$ cat config.mk
export PLATFORM = sky130hd
export DESIGN_NAME = lsu_ctrl_flat
export DESIGN_NICKNAME = d
export VERILOG_FILES = /design/src/rtl/lsu_pkg.sv /design/src/rtl/lsu_ctrl_if.sv /design/src/rtl/lsu_align.sv /design/src/rtl/lsu_ctrl.sv /design/src/flat_wrapper.sv
export SDC_FILE = /design/constraint.sdc
export NUM_CORES = 1
export LEC_CHECK = 0
export ABC_AREA = 1
export ABC_CLOCK_PERIOD_IN_PS = 3200
export BUFFER_PORTS_ARGS = -buffer_cell sky130_fd_sc_hd__buf_2
export CAP_MARGIN = 10
export CORE_AREA = 2 2 132 134
export DETAILED_ROUTE_END_ITERATION = 7
export DIE_AREA = 0 0 134 136
export PLACE_DENSITY = 0.8
export SLEW_MARGIN = 40
export SYNTH_ARGS = -nofsm -noshare
export SYNTH_HDL_FRONTEND = slang
export SYNTH_SLANG_ARGS = --single-unit
$ cat constraint.sdc
create_clock -name clk -period 3.2 [get_ports clk]
set_input_delay 0.32 -clock clk [delete_from_list [all_inputs] [get_ports clk]]
set_output_delay 0.32 -clock clk [all_outputs]
set_load 0.01 [all_outputs]
$ cat src/rtl/lsu_pkg.sv
// Shared types and constants for the load/store sequencer.
package lsu_pkg;

    localparam int BYTE_W = 8;
    localparam int HALF_W = 16;
    localparam int WORD_W = 32;

    typedef enum logic [1:0] {
        SZ_B = 2'b00,
        SZ_H = 2'b01,
        SZ_W = 2'b10,
        SZ_X = 2'b11
    } size_e;

    typedef enum logic [2:0] {
        IDLE,
        RD,
        RMW_RD,
        WR,
        RESP
    } state_e;

endpackage

$ cat src/rtl/lsu_ctrl_if.sv
// Core request/response and RAM port bundle for the load/store sequencer.
// slave is the sequencer's view; master is the core-plus-RAM view.
interface lsu_ctrl_if;

    logic        req_valid;
    logic        req_ready;
    logic        req_we;
    logic [1:0]  req_size;
    logic        req_unsigned;
    logic [31:0] req_addr;
    logic [31:0] req_wdata;
    logic        rsp_valid;
    logic [31:0] rsp_rdata;
    logic        rsp_err;
    logic [31:0] mem_a;
    logic        mem_we;
    logic [31:0] mem_wd;
    logic [31:0] mem_rd;

    modport master (
        output req_valid, req_we, req_size, req_unsigned, req_addr, req_wdata, mem_rd,
        input  req_ready, rsp_valid, rsp_rdata, rsp_err, mem_a, mem_we, mem_wd
    );

    modport slave (
        input  req_valid, req_we, req_size, req_unsigned, req_addr, req_wdata, mem_rd,
        output req_ready, rsp_valid, rsp_rdata, rsp_err, mem_a, mem_we, mem_wd
    );

endinterface

$ cat src/rtl/lsu_align.sv
// Byte-lane steering: extracts and extends load data from a RAM word and
// merges sub-word store data into a RAM word for read-modify-write.
module lsu_align
    import lsu_pkg::*;
(
    input  logic [1:0]  addr,
    input  size_e       size,
    input  logic        uns,
    input  logic [31:0] word,
    input  logic [31:0] wdata,
    output logic [31:0] ld_data,
    output logic [31:0] st_word
);

    logic [BYTE_W-1:0] byte_f;
    logic [HALF_W-1:0] half_f;

    // Select the addressed lane(s), extend for loads, splice in store data.
    always_comb begin
        // NOTE: every output gets a default up front so no path infers a latch.
        ld_data = word;
        st_word = wdata;
        byte_f  = word[{addr, 3'b000} +: BYTE_W];
        half_f  = word[{addr[1], 4'b0000} +: HALF_W];
        case (size)
            SZ_B: begin
                ld_data = {{(WORD_W-BYTE_W){byte_f[BYTE_W-1] & ~uns}}, byte_f};
                st_word = word;
                st_word[{addr, 3'b000} +: BYTE_W] = wdata[BYTE_W-1:0];
            end
            SZ_H: begin
                ld_data = {{(WORD_W-HALF_W){half_f[HALF_W-1] & ~uns}}, half_f};
                st_word = word;
                st_word[{addr[1], 4'b0000} +: HALF_W] = wdata[HALF_W-1:0];
            end
            default: ;
        endcase
    end

endmodule

$ cat src/rtl/lsu_ctrl.sv
// Load/store sequencer: turns core byte/half/word requests into word-aligned
// RAM cycles, with read-modify-write for sub-word stores.
module lsu_ctrl
    import lsu_pkg::*;
#(
    parameter int MEM_SIZE = 512
)(
    input  logic       clk,
    input  logic       rst_n,
    lsu_ctrl_if.slave  bus
);

    localparam logic [31:0] ADDR_LIMIT = 32'(MEM_SIZE * 4);

    state_e      state;
    size_e       size_q;
    logic        uns_q;
    logic [1:0]  addr_lo;
    logic [31:0] wdata_q;
    logic        ready_q;
    logic        rsp_valid_q;
    logic [31:0] rsp_rdata_q;
    logic        rsp_err_q;
    logic [31:0] mem_a_q;
    logic        mem_we_q;
    logic [31:0] mem_wd_q;

    size_e       req_size;
    logic        misalign;
    logic        req_err;
    logic [31:0] ld_data;
    logic [31:0] st_word;

    assign req_size = size_e'(bus.req_size);
    assign misalign = (req_size == SZ_H && bus.req_addr[0]) ||
                      (req_size == SZ_W && bus.req_addr[1:0] != 2'b00);
    assign req_err  = misalign || (req_size == SZ_X) || (bus.req_addr >= ADDR_LIMIT);

    lsu_align u_align (
        .addr    (addr_lo),
        .size    (size_q),
        .uns     (uns_q),
        .word    (bus.mem_rd),
        .wdata   (wdata_q),
        .ld_data (ld_data),
        .st_word (st_word)
    );

    // Sequencer FSM with all outputs registered; reset drops any pending access.
    always_ff @(posedge clk or negedge rst_n) begin
        if (!rst_n) begin
            state       <= IDLE;
            size_q      <= SZ_B;
            uns_q       <= 1'b0;
            addr_lo     <= 2'b00;
            wdata_q     <= '0;
            ready_q     <= 1'b1;
            rsp_valid_q <= 1'b0;
            rsp_rdata_q <= '0;
            rsp_err_q   <= 1'b0;
            mem_a_q     <= '0;
            mem_we_q    <= 1'b0;
            mem_wd_q    <= '0;
        end else begin
            // NOTE: non-blocking assignments keep every register sampling pre-edge values.
            case (state)
                IDLE: begin
                    if (bus.req_valid) begin
                        ready_q     <= 1'b0;
                        size_q      <= req_size;
                        uns_q       <= bus.req_unsigned;
                        addr_lo     <= bus.req_addr[1:0];
                        wdata_q     <= bus.req_wdata;
                        mem_a_q     <= {bus.req_addr[31:2], 2'b00};
                        rsp_rdata_q <= '0;
                        rsp_err_q   <= 1'b0;
                        if (req_err) begin
                            rsp_err_q   <= 1'b1;
                            rsp_valid_q <= 1'b1;
                            state       <= RESP;
                        end else if (!bus.req_we) begin
                            state <= RD;
                        end else if (req_size == SZ_W) begin
                            mem_we_q <= 1'b1;
                            mem_wd_q <= bus.req_wdata;
                            state    <= WR;
                        end else begin
                            state <= RMW_RD;
                        end
                    end
                end
                RD: begin
                    rsp_rdata_q <= ld_data;
                    rsp_valid_q <= 1'b1;
                    state       <= RESP;
                end
                RMW_RD: begin
                    mem_wd_q <= st_word;
                    mem_we_q <= 1'b1;
                    state    <= WR;
                end
                WR: begin
                    mem_we_q    <= 1'b0;
                    rsp_valid_q <= 1'b1;
                    state       <= RESP;
                end
                RESP: begin
                    rsp_valid_q <= 1'b0;
                    ready_q     <= 1'b1;
                    state       <= IDLE;
                end
                default: state <= IDLE;
            endcase
        end
    end

    assign bus.req_ready = ready_q;
    assign bus.rsp_valid = rsp_valid_q;
    assign bus.rsp_rdata = rsp_rdata_q;
    assign bus.rsp_err   = rsp_err_q;
    assign bus.mem_a     = mem_a_q;
    assign bus.mem_we    = mem_we_q;
    assign bus.mem_wd    = mem_wd_q;

endmodule

$ cat src/flat_wrapper.sv
// flat-port wrapper written by rule: the top's interface ports become plain ports
module lsu_ctrl_flat import lsu_pkg::*;
#(
    parameter int MEM_SIZE = 512
)
  (clk, rst_n, bus_req_valid, bus_req_we, bus_req_size, bus_req_unsigned, bus_req_addr, bus_req_wdata, bus_mem_rd, bus_req_ready, bus_rsp_valid, bus_rsp_rdata, bus_rsp_err, bus_mem_a, bus_mem_we, bus_mem_wd);
  lsu_ctrl_if bus_i ();
  input  logic clk;
  input  logic rst_n;
  input wire logic [$bits(bus_i.req_valid)-1:0] bus_req_valid;
  input wire logic [$bits(bus_i.req_we)-1:0] bus_req_we;
  input wire logic [$bits(bus_i.req_size)-1:0] bus_req_size;
  input wire logic [$bits(bus_i.req_unsigned)-1:0] bus_req_unsigned;
  input wire logic [$bits(bus_i.req_addr)-1:0] bus_req_addr;
  input wire logic [$bits(bus_i.req_wdata)-1:0] bus_req_wdata;
  input wire logic [$bits(bus_i.mem_rd)-1:0] bus_mem_rd;
  output wire logic [$bits(bus_i.req_ready)-1:0] bus_req_ready;
  output wire logic [$bits(bus_i.rsp_valid)-1:0] bus_rsp_valid;
  output wire logic [$bits(bus_i.rsp_rdata)-1:0] bus_rsp_rdata;
  output wire logic [$bits(bus_i.rsp_err)-1:0] bus_rsp_err;
  output wire logic [$bits(bus_i.mem_a)-1:0] bus_mem_a;
  output wire logic [$bits(bus_i.mem_we)-1:0] bus_mem_we;
  output wire logic [$bits(bus_i.mem_wd)-1:0] bus_mem_wd;
  assign bus_i.req_valid = bus_req_valid;
  assign bus_i.req_we = bus_req_we;
  assign bus_i.req_size = bus_req_size;
  assign bus_i.req_unsigned = bus_req_unsigned;
  assign bus_i.req_addr = bus_req_addr;
  assign bus_i.req_wdata = bus_req_wdata;
  assign bus_i.mem_rd = bus_mem_rd;
  assign bus_req_ready = bus_i.req_ready;
  assign bus_rsp_valid = bus_i.rsp_valid;
  assign bus_rsp_rdata = bus_i.rsp_rdata;
  assign bus_rsp_err = bus_i.rsp_err;
  assign bus_mem_a = bus_i.mem_a;
  assign bus_mem_we = bus_i.mem_we;
  assign bus_mem_wd = bus_i.mem_wd;
  lsu_ctrl #(.MEM_SIZE(MEM_SIZE)) u_core (.clk(clk), .rst_n(rst_n), .bus(bus_i));
endmodule
Word-level counts from Yosys, hierarchy flattened
Cells that the tools add are included.
{"block": "classes", "addsub": 2, "magnitude_cmp": 1, "n_eq_ne": 13, "shifts": 6, "mux": 27, "n_bitwise": 3, "reduce_logical": 20}
{"cell": "$pmux 32 s2", "n": 4}
{"cell": "$mux 32", "n": 5}
{"cell": "$bwmux 32", "n": 2}
{"cell": "$ge 32x12->1 const B", "n": 1}
{"cell": "$shift 16x7->32 const A", "n": 1}
{"cell": "$shift 8x7->32 const A", "n": 1}
{"cell": "$shiftx 16x7->32", "n": 1}
{"cell": "$shiftx 32x6->16", "n": 1}
{"cell": "$shiftx 32x6->8", "n": 1}
{"cell": "$shiftx 8x7->32", "n": 1}
{"cell": "$neg 5->7", "n": 2}
{"cell": "$reduce_and 5->1", "n": 2}
{"cell": "$mux 1", "n": 9}
{"cell": "$mux 3", "n": 3}
{"cell": "$pmux 3 s3", "n": 1}
{"cell": "$reduce_bool 2->1", "n": 4}
{"cell": "$eq 3x2->1 const B", "n": 2}
{"cell": "$ne 2x2->1 const B", "n": 3}
{"cell": "$pmux 1 s3", "n": 2}
{"cell": "$reduce_and 2->1", "n": 3}
{"cell": "$reduce_bool 3->1", "n": 2}
{"cell": "$eq 2x1->1 const B", "n": 2}
{"cell": "$eq 2x2->1 const B", "n": 2}
{"cell": "$ne 2x1->1 const B", "n": 2}
{"cell": "other kinds (11)", "n": 15}
{"block": "totals", "ff_bits": 138, "input_bits": 103, "out_inout_bits": 100, "word_cells": 84}

Longest topological paths before layout
{"block": "logic_depth", "depth_word": 8, "mapped_depth": 15, "ltp_nobuf": 12}

Cells and area by module
Synthesis repeated with hierarchy kept, for this count alone.
{"block": "unflattened", "cells_unflattened": 1130, "area_unflattened_um2": 7823.8}
{"mod": "lsu_ctrl", "instances": 1, "cells_each": 739, "area_per_inst_um2": 5970.7, "seq_area_each_um2": 3454.6}
{"mod": "lsu_align", "instances": 1, "cells_each": 391, "area_per_inst_um2": 1853.0, "seq_area_each_um2": 0.0}

Least setup slack after synthesis
Ideal clock, no wire load.
{"block": "synth_timing", "kind": "reg2reg", "from": "register u_core.addr_lo[0]", "to": "register u_core.mem_wd_q[2], in the netlist u_core.bus.mem_wd[2]", "setup_ns": 0.065, "arrival_ns": 2.045, "required_ns": 3.135, "setup_slack_ns": 1.090, "stages_incl_launch_ff": 13, "n_path_buf": 3, "synth_period_minus_slack_ns": 2.110, "cell_sequence": "dfrtp_1 > inv_1 > clkbuf_1 > buf_2 > ha_1 > buf_2 > nor2_2 > nand3_1 > nand2_1 > nand2_1 > a21oi_1 > nand3_1 > nand2_1"}
{"block": "synth_via", "elab_chain_len": 5, "word_cells_on_any_way": 6, "classes_between": "add/sub (1); shift (2); mux (3)"}
{"element": "start: declaration", "line_no": "lsu_ctrl.sv:18", "source": "logic [1:0] addr_lo;"}
{"element": "start signal: assignment", "line_no": "lsu_ctrl.sv:72", "source": "addr_lo <= bus.req_addr[1:0];"}
{"element": "$neg 5->7 *", "line_no": "lsu_align.sv:29", "source": "st_word[{addr, 3'b000} +: BYTE_W] = wdata[BYTE_W-1:0];"}
{"element": "$shiftx 8x7->32 or $shift 8x7->32 (tied branches)", "line_no": "lsu_align.sv:29"}
{"element": "$bwmux 32 *", "line_no": "lsu_align.sv:29"}
{"element": "$pmux 32 s2 *", "line_no": "lsu_align.sv:25", "source": "case (size)"}
{"element": "$pmux 32 s2 *", "line_no": "lsu_ctrl.sv:66", "source": "case (state)"}
{"element": "end signal: assignment", "line_no": "lsu_ctrl.sv:85", "source": "mem_wd_q <= bus.req_wdata;"}
{"element": "end signal: assignment", "line_no": "lsu_ctrl.sv:98", "source": "mem_wd_q <= st_word;"}
{"element": "end: declaration", "line_no": "lsu_ctrl.sv:26", "source": "logic [31:0] mem_wd_q;"}
Mark *: on every way between the ends. The rest lies on a longest branch, timed or not.
A chain may end at the register's enable or synchronous reset.

Worst setup path after layout
{"block": "layout_timing", "from": "register u_core.state[2]", "to": "register u_core.wdata_q[7]"}
{"block": "layout_via", "elab_chain_len": 2}
{"element": "start: declaration", "line_no": "lsu_ctrl.sv:15", "source": "state_e state;"}
{"element": "start signal: assignment", "line_no": "lsu_ctrl.sv:52", "source": "state <= IDLE;"}
{"element": "start signal: assignment", "line_no": "lsu_ctrl.sv:80", "source": "state <= RESP;"}
{"element": "start signal: assignment", "line_no": "lsu_ctrl.sv:82", "source": "state <= RD;"}
{"element": "$logic_not 3->1", "line_no": "lsu_ctrl.sv:66"}
{"element": "$reduce_and 2->1 (no line)"}
{"element": "end signal: assignment", "line_no": "lsu_ctrl.sv:73", "source": "wdata_q <= bus.req_wdata;"}
{"element": "end: declaration", "line_no": "lsu_ctrl.sv:19", "source": "logic [31:0] wdata_q;"}
No other way between the ends.

==> impl_metrics.env <==
export IMPL_crit_family="simple AND/OR/NAND/NOR gates"
export IMPL_cts_max_path_buffers=2
export IMPL_ys_flop_type="dfrtp_1"
export IMPL_final_common_cell="nand2_1"
export IMPL_cpPeakStageDelay_ns=0.59
export IMPL_num_rows=48
export IMPL_power_frac_seq_pct=31.0
export IMPL_finalSetupViolations=0
export IMPL_timing_hold_ws_ns=0.0860
export IMPL_cap_violations=0
export IMPL_ys_seq_area_share_pct=41.9
export IMPL_rsz0062_at_grt="no"
export IMPL_synth_cell_types=30
export IMPL_min_period_over_period_pct=71.8
export IMPL_ys_ff_latch=138
export IMPL_hold_path_class="input pin to flip-flop"
export IMPL_critical_path_buf_inv_count=1
export IMPL_outcome="completed"
export IMPL_crit_fanout=66
export IMPL_crit_type="flip-flop to flip-flop"
export IMPL_io_buffers=200
export IMPL_grt_max_degree=103
export IMPL_cpMostUsedCell="nor2_4"
export IMPL_synthCells=1238
export IMPL_clk_insertion_delay_late_ns=0.43
export IMPL_p_sw_share_pct=47.2
export IMPL_pin_count=203
export IMPL_synthArstFlopShare_pct=100
export IMPL_post_route_util_pct=58.8
export IMPL_layout_common_cells="579 x nand2_1, 199 x buf_2, 137 x dfrtp_1"
export IMPL_synth_edf_count=0
export IMPL_vias_per_cell=5.38
export IMPL_path_cells="nor2_4 > nand2_2 > nor2_4 > buf_4 > nand2_1 > o21ai_0"
export IMPL_p_int_mw=4.93
export IMPL_grt_overflow=0
export IMPL_finalHoldViolCount=0
export IMPL_yosysTopAreaCell="dfrtp_1"
export IMPL_setup_tns_final_ns=0
export IMPL_antenna_left=0
export IMPL_core_area_mm2=0.0169
export IMPL_grt_pass1_wl_um=43800
export IMPL_first_global_vias=8067
export IMPL_dp_hpwl_um=20100
export IMPL_maxSlewViolCount=0
export IMPL_cp_required_ns=3.54
export IMPL_n_fill_cell=1630
export IMPL_post_drt_wl_per_cell_um=16.9
export IMPL_cts_tree="done"
export IMPL_fmax_mhz=435
export IMPL_critPathArrivalTime_ns=2.64
export IMPL_vias=8822
export IMPL_start_kind="flip-flop"
export IMPL_power_leakage_nw=5.53
export IMPL_switchingPower_mw=4.40
export IMPL_ctsResizeCount=0
export IMPL_clkPwrFrac_pct=21.3
export IMPL_yosysWarnings=0
export IMPL_dieWidth_um=134
export IMPL_antenna_found_initial=0
export IMPL_h_tree_depth=4
export IMPL_cts_buffers_inserted=17
export IMPL_path_clk_slew_ns=0.06
export IMPL_place_congestion=1.11
export IMPL_fin_crit_ns=2.30
export IMPL_nNetsFinal=1511
export IMPL_root_buffer="clkbuf_16"
export IMPL_peakVddDrop_uv=452
export IMPL_track_usage_pct=31.0
export IMPL_first_pass_iters=6
export IMPL_tightestPinTransition_ns=0.793
export IMPL_yosysTopAreaCellShare_pct=41.6
export IMPL_syn_area_mm2=0.00824
export IMPL_combPwrFrac_pct=47.7
export IMPL_power_density_mw_per_mm2=942
export IMPL_avgSynthCellArea_um2=6.66
export IMPL_critPathCaptureType="flip-flop"
export IMPL_drc_errors=0
export IMPL_syn_to_final_growth_pct=20.3
export IMPL_finClkSkew_ns=0.00861
export IMPL_drive_gt1_share_pct=19.4
export IMPL_antenna_cells=0
export IMPL_clock_sinks=138
export IMPL_die_area_mm2=0.0182
export IMPL_slew_headroom_pct=47.0
export IMPL_slowest_stage="buf_4"
export IMPL_initial_core_util_pct=48.9
export IMPL_ys_top_cells_by_area="dfrtp_1 42%, nand2_1 26%, a21oi_1 6.7%"
export IMPL_routed_wl_um=27800
export IMPL_die_h_um=136
export IMPL_first_iter_violations=1190
-- final cells by class --
type	instances	area, µm²	share of cell area (%)
Clock buffer	20	447	4.50
Timing Repair Buffer	218	1180	11.9
Multi-Input combinational cell	959	4160	41.9
Tap cell	225	282	2.84
Inverter	69	259	2.61
Clock inverter	12	140	1.41
Sequential cell	138	3450	34.8
-- path summary, 6_finish.rpt --
path,from,endpoint,slack [ns],cells after the start
hold reg to reg,u_core.bus.mem_a[8]$_DFFE_PN0P_,u_core.bus.mem_a[8]$_DFFE_PN0P_,0.47,2
min in group asynchronous,rst_n,u_core.bus.mem_wd[5]$_DFFE_PN0P_,0.35,2
setup / recovery,u_core.state[2]$_DFFE_PN0N_,u_core.wdata_q[7]$_DFFE_PN0P_,0.90,6
setup reg to reg,u_core.state[2]$_DFFE_PN0N_,u_core.wdata_q[7]$_DFFE_PN0P_,0.90,6
max in group asynchronous,rst_n,u_core.bus.mem_a[10]$_DFFE_PN0P_,1.98,3
hold / removal,bus_req_addr[6],u_core.bus.mem_a[6]$_DFFE_PN0P_,0.09,3
-- power groups by stage --
stage                     clock network, mW  registers, mW  logic [mW]
after floorplan                           0           2.97        2.83
after global routing                   2.09           2.96        4.96
after detailed placement                  0           2.88        4.32
after CTS                              2.01           2.88        4.34
final                                  1.99           2.90        4.45
after global placement                    0           2.89        4.26
-- cell usage after synthesis (4+ instances only) --
cell      instances
buf_2            35
nand4_1           8
nor2_4            7
inv_2             9
a21boi_0          8
nand3_1          79
o21ai_1           4
ha_1              5
nand2_1         579
clkbuf_1         20
o221ai_1          5
a21oi_1         110
buf_4            11
o21ai_0          60
inv_1            60
nor2_1           78
dfrtp_1         137
-- cell families after synthesis --
group | after synthesis | share of synthesized area, %
DFF | 138 | 41.9
other | 1 | 0.0455
adders and majority gates | 5 | 0.759
buffers and inverters | 142 | 7.79
and+or+nand+nor | 762 | 37.3
AOI/OAI and AO/OA | 190 | 12.2
-- per-layer routing --
metal  global-route usage (%)  wire length (µm)
met1                     43.6             11800
met4                     13.1               991
met2                     47.5             12500
met3                     5.07              2510
met5                        0                 0
-- repair_timing --
| item | 4_1_cts | 5_1_grt |
|---|---|---|
| hold buffers | 1 | 0 |
| setup buffers | 0 | 0 |
| endpoints found under the hold margin | 36 | 0 |
-- flip-flops by register name, indices dropped and copies added, names as in the netlist --
name / cells
u_core.addr_lo: 2
u_core.bus.mem_a: 30
u_core.bus.mem_wd: 32
u_core.bus.mem_we: 1
u_core.bus.req_ready: 1
u_core.bus.rsp_err: 1
u_core.bus.rsp_rdata: 32
u_core.bus.rsp_valid: 1
u_core.size_q: 2
u_core.state: 3
u_core.uns_q: 1
u_core.wdata_q: 32
-- worst register-to-register path: stages (launching register included) --
cell,delay [ns]
dfrtp_1,0.41
nor2_4,0.43
nand2_2,0.18
nor2_4,0.32
buf_4,0.59
nand2_1,0.17
o21ai_0,0.11
-- per-stage QoR --
| stage | power, mW | cell area, µm² | cells | setup slack, ns |
|---|---|---|---|---|
| finish | 9.34 | 9920 | 1641 | 0.903 |
| global route | 10.0 | 9920 | 1641 | 0.648 |
| CTS | 9.23 | 9890 | 1640 | 0.929 |
| detailed placement | 7.20 | 9290 | 1607 | 0.970 |
| global placement | 7.15 | 9290 | 1607 | 1.02 |
| floorplan | 5.80 | 8250 | 1239 | 1.09 |
Power figures use the tool's default switching activity.
